File: config.mk
export PLATFORM = sky130hd
export DESIGN_NAME = vga_timing_gen_flat
export DESIGN_NICKNAME = d
export VERILOG_FILES = /design/src/rtl/vga_timing_gen_if.sv /design/src/rtl/vga_timing_gen.sv /design/src/flat_wrapper.sv
export SDC_FILE = /design/constraint.sdc
export NUM_CORES = 1
export LEC_CHECK = 0
export ABC_AREA = 1
export BUFFER_PORTS_ARGS = -buffer_cell sky130_fd_sc_hd__buf_2
export CORE_AREA = 10 10 78 80
export CTS_BUF_LIST = sky130_fd_sc_hd__clkbuf_4
export DETAILED_ROUTE_END_ITERATION = 6
export DIE_AREA = 0 0 88 90
export PLACE_DENSITY_LB_ADDON = 0.05
export SETUP_SLACK_MARGIN = 0.1
export SKIP_CTS_REPAIR_TIMING = 1
export SYNTH_ARGS = -nofsm -noshare
export SYNTH_HDL_FRONTEND = slang
export SYNTH_SLANG_ARGS = --single-unit
File: constraint.sdc
create_clock -name clk -period 2.4 [get_ports clk]
set_input_delay 0.48 -clock clk [delete_from_list [all_inputs] [get_ports clk]]
set_output_delay 0.48 -clock clk [all_outputs]
set_load 0.01 [all_outputs]
File: src/rtl/vga_timing_gen_if.sv
// Pixel stream carried between the timing generator and the drawing stages.
// All fields refer to the same pixel in any given cycle.
interface vga_if;
  logic [10:0] hcount;
  logic [10:0] vcount;
  logic        hsync;
  logic        vsync;
  logic        hblnk;
  logic        vblnk;
  logic [11:0] rgb;

  modport out (output hcount, vcount, hsync, vsync, hblnk, vblnk, rgb);
  modport in  (input  hcount, vcount, hsync, vsync, hblnk, vblnk, rgb);
endinterface

File: src/rtl/vga_timing_gen.sv
// Free-running VGA timing source: counters, sync, blanking and frame_start, all registered together.
// Define VGA_TEST_PATTERN_EN to drive an 8-bar colour test pattern on rgb; otherwise rgb is tied to 0.
module vga_timing_gen #(
  parameter int H_ACTIVE = 800,
  parameter int H_FP     = 40,
  parameter int H_SYNC   = 128,
  parameter int H_BP     = 88,
  parameter int V_ACTIVE = 600,
  parameter int V_FP     = 1,
  parameter int V_SYNC   = 4,
  parameter int V_BP     = 23
) (
  input  logic clk,
  input  logic rst,
  vga_if.out   vga_out,
  output logic frame_start
);

  localparam int H_TOTAL = H_ACTIVE + H_FP + H_SYNC + H_BP;
  localparam int V_TOTAL = V_ACTIVE + V_FP + V_SYNC + V_BP;
  localparam logic [10:0] H_LAST = 11'(H_TOTAL - 1);
  localparam logic [10:0] V_LAST = 11'(V_TOTAL - 1);

  if (H_TOTAL > 2048) begin : gHTotalCheck
    $error("vga_timing_gen: H_TOTAL exceeds 2048");
  end
  if (V_TOTAL > 2048) begin : gVTotalCheck
    $error("vga_timing_gen: V_TOTAL exceeds 2048");
  end

  logic [10:0] hCount_q, hCount_d;
  logic [10:0] vCount_q, vCount_d;
  logic        hSync_q, hSync_d;
  logic        vSync_q, vSync_d;
  logic        hBlnk_q, hBlnk_d;
  logic        vBlnk_q, vBlnk_d;
  logic        frameStart_q, frameStart_d;

  always_comb begin
    hCount_d = hCount_q + 11'd1;
    vCount_d = vCount_q;
    if (hCount_q == H_LAST) begin
      hCount_d = '0;
      vCount_d = (vCount_q == V_LAST) ? '0 : vCount_q + 11'd1;
    end
  end

  // Decoding from the next-state counters lets every field land in the same register stage.
  always_comb begin
    hBlnk_d      = int'(hCount_d) >= H_ACTIVE;
    vBlnk_d      = int'(vCount_d) >= V_ACTIVE;
    hSync_d      = (int'(hCount_d) >= H_ACTIVE + H_FP) &&
                   (int'(hCount_d) <  H_ACTIVE + H_FP + H_SYNC);
    vSync_d      = (int'(vCount_d) >= V_ACTIVE + V_FP) &&
                   (int'(vCount_d) <  V_ACTIVE + V_FP + V_SYNC);
    frameStart_d = (hCount_d == '0) && (vCount_d == '0);
  end

  always_ff @(posedge clk) begin
    if (rst) begin
      hCount_q     <= '0;
      vCount_q     <= '0;
      hSync_q      <= 1'b0;
      vSync_q      <= 1'b0;
      hBlnk_q      <= 1'b0;
      vBlnk_q      <= 1'b0;
      frameStart_q <= 1'b0;
    end else begin
      hCount_q     <= hCount_d;
      vCount_q     <= vCount_d;
      hSync_q      <= hSync_d;
      vSync_q      <= vSync_d;
      hBlnk_q      <= hBlnk_d;
      vBlnk_q      <= vBlnk_d;
      frameStart_q <= frameStart_d;
    end
  end

  assign vga_out.hcount = hCount_q;
  assign vga_out.vcount = vCount_q;
  assign vga_out.hsync  = hSync_q;
  assign vga_out.vsync  = vSync_q;
  assign vga_out.hblnk  = hBlnk_q;
  assign vga_out.vblnk  = vBlnk_q;
  assign frame_start    = frameStart_q;

`ifdef VGA_TEST_PATTERN_EN
  localparam int BAR_W = H_ACTIVE / 8;

  if (H_ACTIVE < 8) begin : gBarWidthCheck
    $error("vga_timing_gen: H_ACTIVE too small for 8 colour bars");
  end

  logic [11:0] rgb_q, rgb_d;

  // Pixels past the eighth full bar (H_ACTIVE not a multiple of 8) fall into the default black.
  always_comb begin
    rgb_d = 12'h000;
    if (!hBlnk_d && !vBlnk_d) begin
      case (int'(hCount_d) / BAR_W)
        0:       rgb_d = 12'hFFF;
        1:       rgb_d = 12'hFF0;
        2:       rgb_d = 12'h0FF;
        3:       rgb_d = 12'h0F0;
        4:       rgb_d = 12'hF0F;
        5:       rgb_d = 12'hF00;
        6:       rgb_d = 12'h00F;
        default: rgb_d = 12'h000;
      endcase
    end
  end

  always_ff @(posedge clk) begin
    if (rst) begin
      rgb_q <= 12'h000;
    end else begin
      rgb_q <= rgb_d;
    end
  end

  assign vga_out.rgb = rgb_q;
`else
  assign vga_out.rgb = 12'h000;
`endif

endmodule

File: src/flat_wrapper.sv
// flat-port wrapper written by rule: the top's interface ports become plain ports
module vga_timing_gen_flat 
#(
  parameter int H_ACTIVE = 800,
  parameter int H_FP     = 40,
  parameter int H_SYNC   = 128,
  parameter int H_BP     = 88,
  parameter int V_ACTIVE = 600,
  parameter int V_FP     = 1,
  parameter int V_SYNC   = 4,
  parameter int V_BP     = 23
)
  (clk, rst, frame_start, vga_out_hcount, vga_out_vcount, vga_out_hsync, vga_out_vsync, vga_out_hblnk, vga_out_vblnk, vga_out_rgb);
  vga_if vga_out_i ();
  input  logic clk;
  input  logic rst;
  output logic frame_start;
  output wire logic [$bits(vga_out_i.hcount)-1:0] vga_out_hcount;
  output wire logic [$bits(vga_out_i.vcount)-1:0] vga_out_vcount;
  output wire logic [$bits(vga_out_i.hsync)-1:0] vga_out_hsync;
  output wire logic [$bits(vga_out_i.vsync)-1:0] vga_out_vsync;
  output wire logic [$bits(vga_out_i.hblnk)-1:0] vga_out_hblnk;
  output wire logic [$bits(vga_out_i.vblnk)-1:0] vga_out_vblnk;
  output wire logic [$bits(vga_out_i.rgb)-1:0] vga_out_rgb;
  assign vga_out_hcount = vga_out_i.hcount;
  assign vga_out_vcount = vga_out_i.vcount;
  assign vga_out_hsync = vga_out_i.hsync;
  assign vga_out_vsync = vga_out_i.vsync;
  assign vga_out_hblnk = vga_out_i.hblnk;
  assign vga_out_vblnk = vga_out_i.vblnk;
  assign vga_out_rgb = vga_out_i.rgb;
  vga_timing_gen #(.H_ACTIVE(H_ACTIVE), .H_FP(H_FP), .H_SYNC(H_SYNC), .H_BP(H_BP), .V_ACTIVE(V_ACTIVE), .V_FP(V_FP), .V_SYNC(V_SYNC), .V_BP(V_BP)) u_core (.clk(clk), .rst(rst), .vga_out(vga_out_i), .frame_start(frame_start));
endmodule
## Yosys cells after proc, flatten, opt, wreduce, memory -nomap -nowiden

Cells that the tools add are included.

| cells by class | value |
|---|---|
| eq/ne operators | 2 |
| add/subtract/negate cells | 2 |
| $lt $le $gt $ge | 6 |
| mux-type cells | 3 |
| reduce and logical (&&, ||, !) cells | 5 |

Operators by type and width:

| operator | number |
|---|---|
| $ge A11 B10 Y1 const B | 4 |
| $mux W11 | 3 |
| $add A11 B1 Y11 const B | 2 |
| $logic_not A11 Y1 | 2 |
| $lt A11 B10 Y1 const B | 2 |
| $eq A11 B10 Y1 const B | 1 |
| $eq A11 B11 Y1 const B | 1 |
| $logic_and A1 B1 Y1 | 3 |

| storage, ports and cells | value |
|---|---|
| register bits | 27 |
| logic and storage cells | 25 |

## Logic depth before layout (Yosys ltp)

| logic depth | value |
|---|---|
| depth in word-level cells | 5 |
| depth in mapped cells | 14 |
| depth with buffers taken out | 14 |

## Least setup slack after synthesis

OpenSTA, ideal clock, no wires.

| timing path | value |
|---|---|
| path kind | register to register |
| start | register u_core.hCount_q[0], in the netlist u_core.vga_out.hcount[0] |
| end | register u_core.vSync_q, in the netlist u_core.vga_out.vsync |
| clock period less this slack | 1.801 ns |
| stages on the path, launching flop included | 13 |
| buffers on the path | 0 |
| slack | 0.599 ns |
| library setup time | 0.111 ns |
| data required time | 2.289 ns |
| arrival | 1.689 ns |
| path through | dfxtp_1 ha_1 nand2_2 nor2_8 nand2_2 nor2_4 nand4_1 o21ai_2 nand2_1 nor2_2 nand3_1 nand2_1 nor2_1 |

| on the way | value |
|---|---|
| word-level cells in the longest chain between the ends | 4 |

Ends and longest elaborated chain:

| element | line | source |
|---|---|---|
| start, declared | vga_timing_gen.sv:31 | `logic [10:0] hCount_q, hCount_d;` |
| start signal, assigned | vga_timing_gen.sv:69 | `hCount_q <= hCount_d;` |
| $eq A11 B11 Y1 * | vga_timing_gen.sv:42 | `if (hCount_q == H_LAST) begin` |
| $mux W11 * | vga_timing_gen.sv:42 |  |
| $ge A11 B10 Y1 or $lt A11 B10 Y1 (tied branches) | vga_timing_gen.sv:54, vga_timing_gen.sv:55 |  |
| $logic_and A1 B1 Y1 * | vga_timing_gen.sv:54 | `vSync_d = (int'(vCount_d) >= V_ACTIVE + V_FP) &&` |
| end signal, assigned | vga_timing_gen.sv:72 | `vSync_q <= vSync_d;` |
| end, declared | vga_timing_gen.sv:34 | `logic vSync_q, vSync_d;` |

Mark *: on every way between the ends. The rest lies on a longest branch, timed or not.
A chain may end at the register's enable or synchronous reset.

## Final worst setup path

| timing path | value |
|---|---|
| start | register u_core.hCount_q[1], in the netlist u_core.vga_out.hcount[1] |
| end | register u_core.vSync_q, in the netlist u_core.vga_out.vsync |

Same word-level chain as after synthesis.

==> results.md <==
* Status: completed
* Vias in the first global route at 1566
* Die Span X at 88 um
* Setup Skew at 0.00514 ns
* Remaining DRCs at 0
* Synthesized area at 1760 um^2
* Final slew viol count at 0
* Net Sw Power at 179 uW
* Final #Nets at 310
* I/O pin count at 41
* P_int at 524 uW
* Routed wire length at 4480 um
* Most common cell after layout, fill and taps aside: nand2_1
* Post-synthesis sequential area ratio at 30.8%
* Maximum clock insertion buffer count at 2
* Worst-skew pair later-pin latency at 0.34 ns
* Hold_ws at 0.477 ns
* Fmax at 0.497 GHz
* Final Cycle Share at 83.8%
* Ant. Diodes at 0
* Final setup margin at 0.388 ns
* Most frequent cells in the layout: nand2_1 (68), nor2_1 (44), inv_1 (40)
* Synth Instances at 275
* CP peak stage delay at 0.42 ns
* Comb power frac at 4.9%
* Synth unique cells at 33
* Static Leak at 0.00101 uW
* Router iterations before antenna repair at 4
* Core area at 4600 um^2
* Filler cells at 521
* Number of instances in the placed design at 353
* Antenna Nets Post-Route at 0
* Avg WL per Cell at 12.5 um
* Avg Vias per Cell at 4.68
* R2R Setup Slk at 0.39 ns
* Initial core utilization at 38.2%
* Slowest CP cell: dfxtp_1
* Final core utilization at 42.3%
* Switching share of total power at 25.4%
* TritonCTS buffer count at 3
* Clk root buf: clkbuf_4
* Layout area overhead at 10.8%
* CP Max Fanout at 8
* Crit path buffers/inverters at 1
* RePlAce Congestion at 0.853
* Cells along the critical path: ha_2 -> nand2_2 -> nor2_8 -> nand3b_4 -> nand2_1 -> o21ai_0 -> nor2_1 -> inv_1 -> nor2_2 -> nand3_1 -> nand2_1 -> nor2_1
* Final min period at 2.01 ns
* Clock Pin Slew Worst Setup and Hold Paths at 0.16 ns
* Worst Setup SP: u_core.vga_out.hcount[1]
* Hold path start: u_core.vga_out.hcount[0]
* Clock share of power at 29.9%
* GR Overflow Total at 0
* Die Span Y at 90 um
* Synth Warn # at 0
* Final cell count without fillers at 359
* Slew @ Worst Pin at 0.525 ns
* Dominant delay contributor by cell family on the critical path: simple AND/OR/NAND/NOR gates
* Crit path DAT at 2.27 ns
* HP Class: flip-flop to flip-flop
* Post-synthesis register bit count at 27
* Total GRT Usage at 11.2%
* CP Data Required Time at 2.66 ns
* Share of cells above drive strength 1 at 20.7%
* Initial antenna violation count at 0
* Clock Sinks at 27
* Die footprint at 7920 um^2
* 1st-iter DRT viols at 112
* I/O Buffers at 28
* Largest net degree at the start of global routing at 27
* CTS tree: done
* Reg2reg start: u_core.vga_out.hcount[1]
* Pre-CTS setup slack at 0.230 ns
* Setup TNS at 0 ns
* Pwr dens at 361 nW/um^2
* First-pass GRT wire length at 7480 um
* Total number of vias at 1680
* Worst IR drop on VDD at 0.000174 V
* CP endpoint kind: flip-flop
* Row count at 25
* Finish-stage setup viols at 0
* Average size of a mapped cell at 6.39 um^2
* Sequential share of power at 65.2%
* Setup CP Type: flip-flop to flip-flop
* Max-Cap Viols at 0
* DP HPWL at 3580 um
* H-tree levels at 1
* Startpoint Class: flip-flop
* Slew headroom at 65.0%
* Hold Violations, Final at 0
* RSZ-0062 raised after global routing: no
-- worst reg2reg max path, cell delays in order, from the launching register on --
cell	delay, ns
dfxtp_1	0.42
ha_2	0.26
nand2_2	0.12
nor2_8	0.15
nand3b_4	0.13
nand2_1	0.07
o21ai_0	0.11
nor2_1	0.25
inv_1	0.08
nor2_2	0.16
nand3_1	0.08
nand2_1	0.07
nor2_1	0.04
-- layout make-up --
type                    count  area, um^2  area share [%]
multi-input cells         202         993            51.0
flip-flops and latches     27         542            27.8
repair buffers             31         163            8.35
inverters                  41         154            7.90
well taps                  54        67.6            3.47
clock buffers               3        22.5            1.16
clock inverters             1        5.00           0.257
-- cell usage after synthesis, drive strengths merged --
cell type,n,share of area (%)
a211oi,1,0.43
a21oi,3,1.1
a31o,1,0.50
buf,13,5.8
clkbuf,3,0.64
conb,1,0.21
dfxtp,27,31
ha,2,1.4
inv,41,8.8
nand2,74,17
nand3,20,6.0
nand3b,1,1.1
nand4,13,4.6
nor2,53,14
nor3,4,1.4
o211ai,1,0.71
o21a,1,0.43
o21ai,11,3.8
o21bai,1,0.43
or2,3,1.1
xor2,1,0.50
-- registers in the layout (all words and copies together) (netlist names) --
signal                 count
u_core.vga_out.hcount     11
u_core.vga_out.vcount     11
u_core.frame_start         1
u_core.vga_out.hblnk       1
u_core.vga_out.hsync       1
u_core.vga_out.vblnk       1
u_core.vga_out.vsync       1
-- through the flow --
| stage | cell area [um^2] | total power (uW) |
|---|---|---|
| final | 1950 | 703 |
| after detailed placement | 1900 | 501 |
| after floorplan | 1800 | 506 |
| after CTS | 1930 | 714 |
| after global routing | 1950 | 735 |
| after global placement | 1900 | 501 |
-- cell families (layout without fill, tap and decap cells) --
group | Yosys count | count (layout) | share of synthesized area, %
AND/OR/NAND/NOR | 168 | 168 | 44.6
buffers and inverters | 57 | 76 | 15.2
flip-flops | 27 | 27 | 30.8
AO/OA/AOI/OAI | 19 | 19 | 7.34
adder cells (fa/ha/maj) | 2 | 2 | 1.42
other | 1 | 12 | 0.213
XOR/XNOR | 1 | 1 | 0.499
-- worst paths after layout --
path                               to  cells past startpoint
min          u_core.vga_out.hcount[0]                      1
max reg2reg      u_core.vga_out.vsync                     12
max              u_core.vga_out.vsync                     12
min reg2reg  u_core.vga_out.hcount[0]                      1
-- routing by layer --
metal / track usage, % / vias to the layer above / wire length [um]
li1: - / 900 / -
met1: 15.5 / 746 / 2180
met4: 2.39 / 0 / 41
met5: 0 / - / 0
met3: 2.71 / 5 / 303
met2: 16.9 / 29 / 1960
-- power by group through the flow --
stage          registers, uW  clock network [uW]  logic [uW]
2_1_floorplan            469                   0        37.3
3_3_place_gp             468                   0        33.5
3_5_place_dp             467                   0        33.7
4_1_cts                  458                 222        33.8
5_1_grt                  460                 236        38.9
6_report                 458                 210        34.4
(Power assumes the default switching activity.)
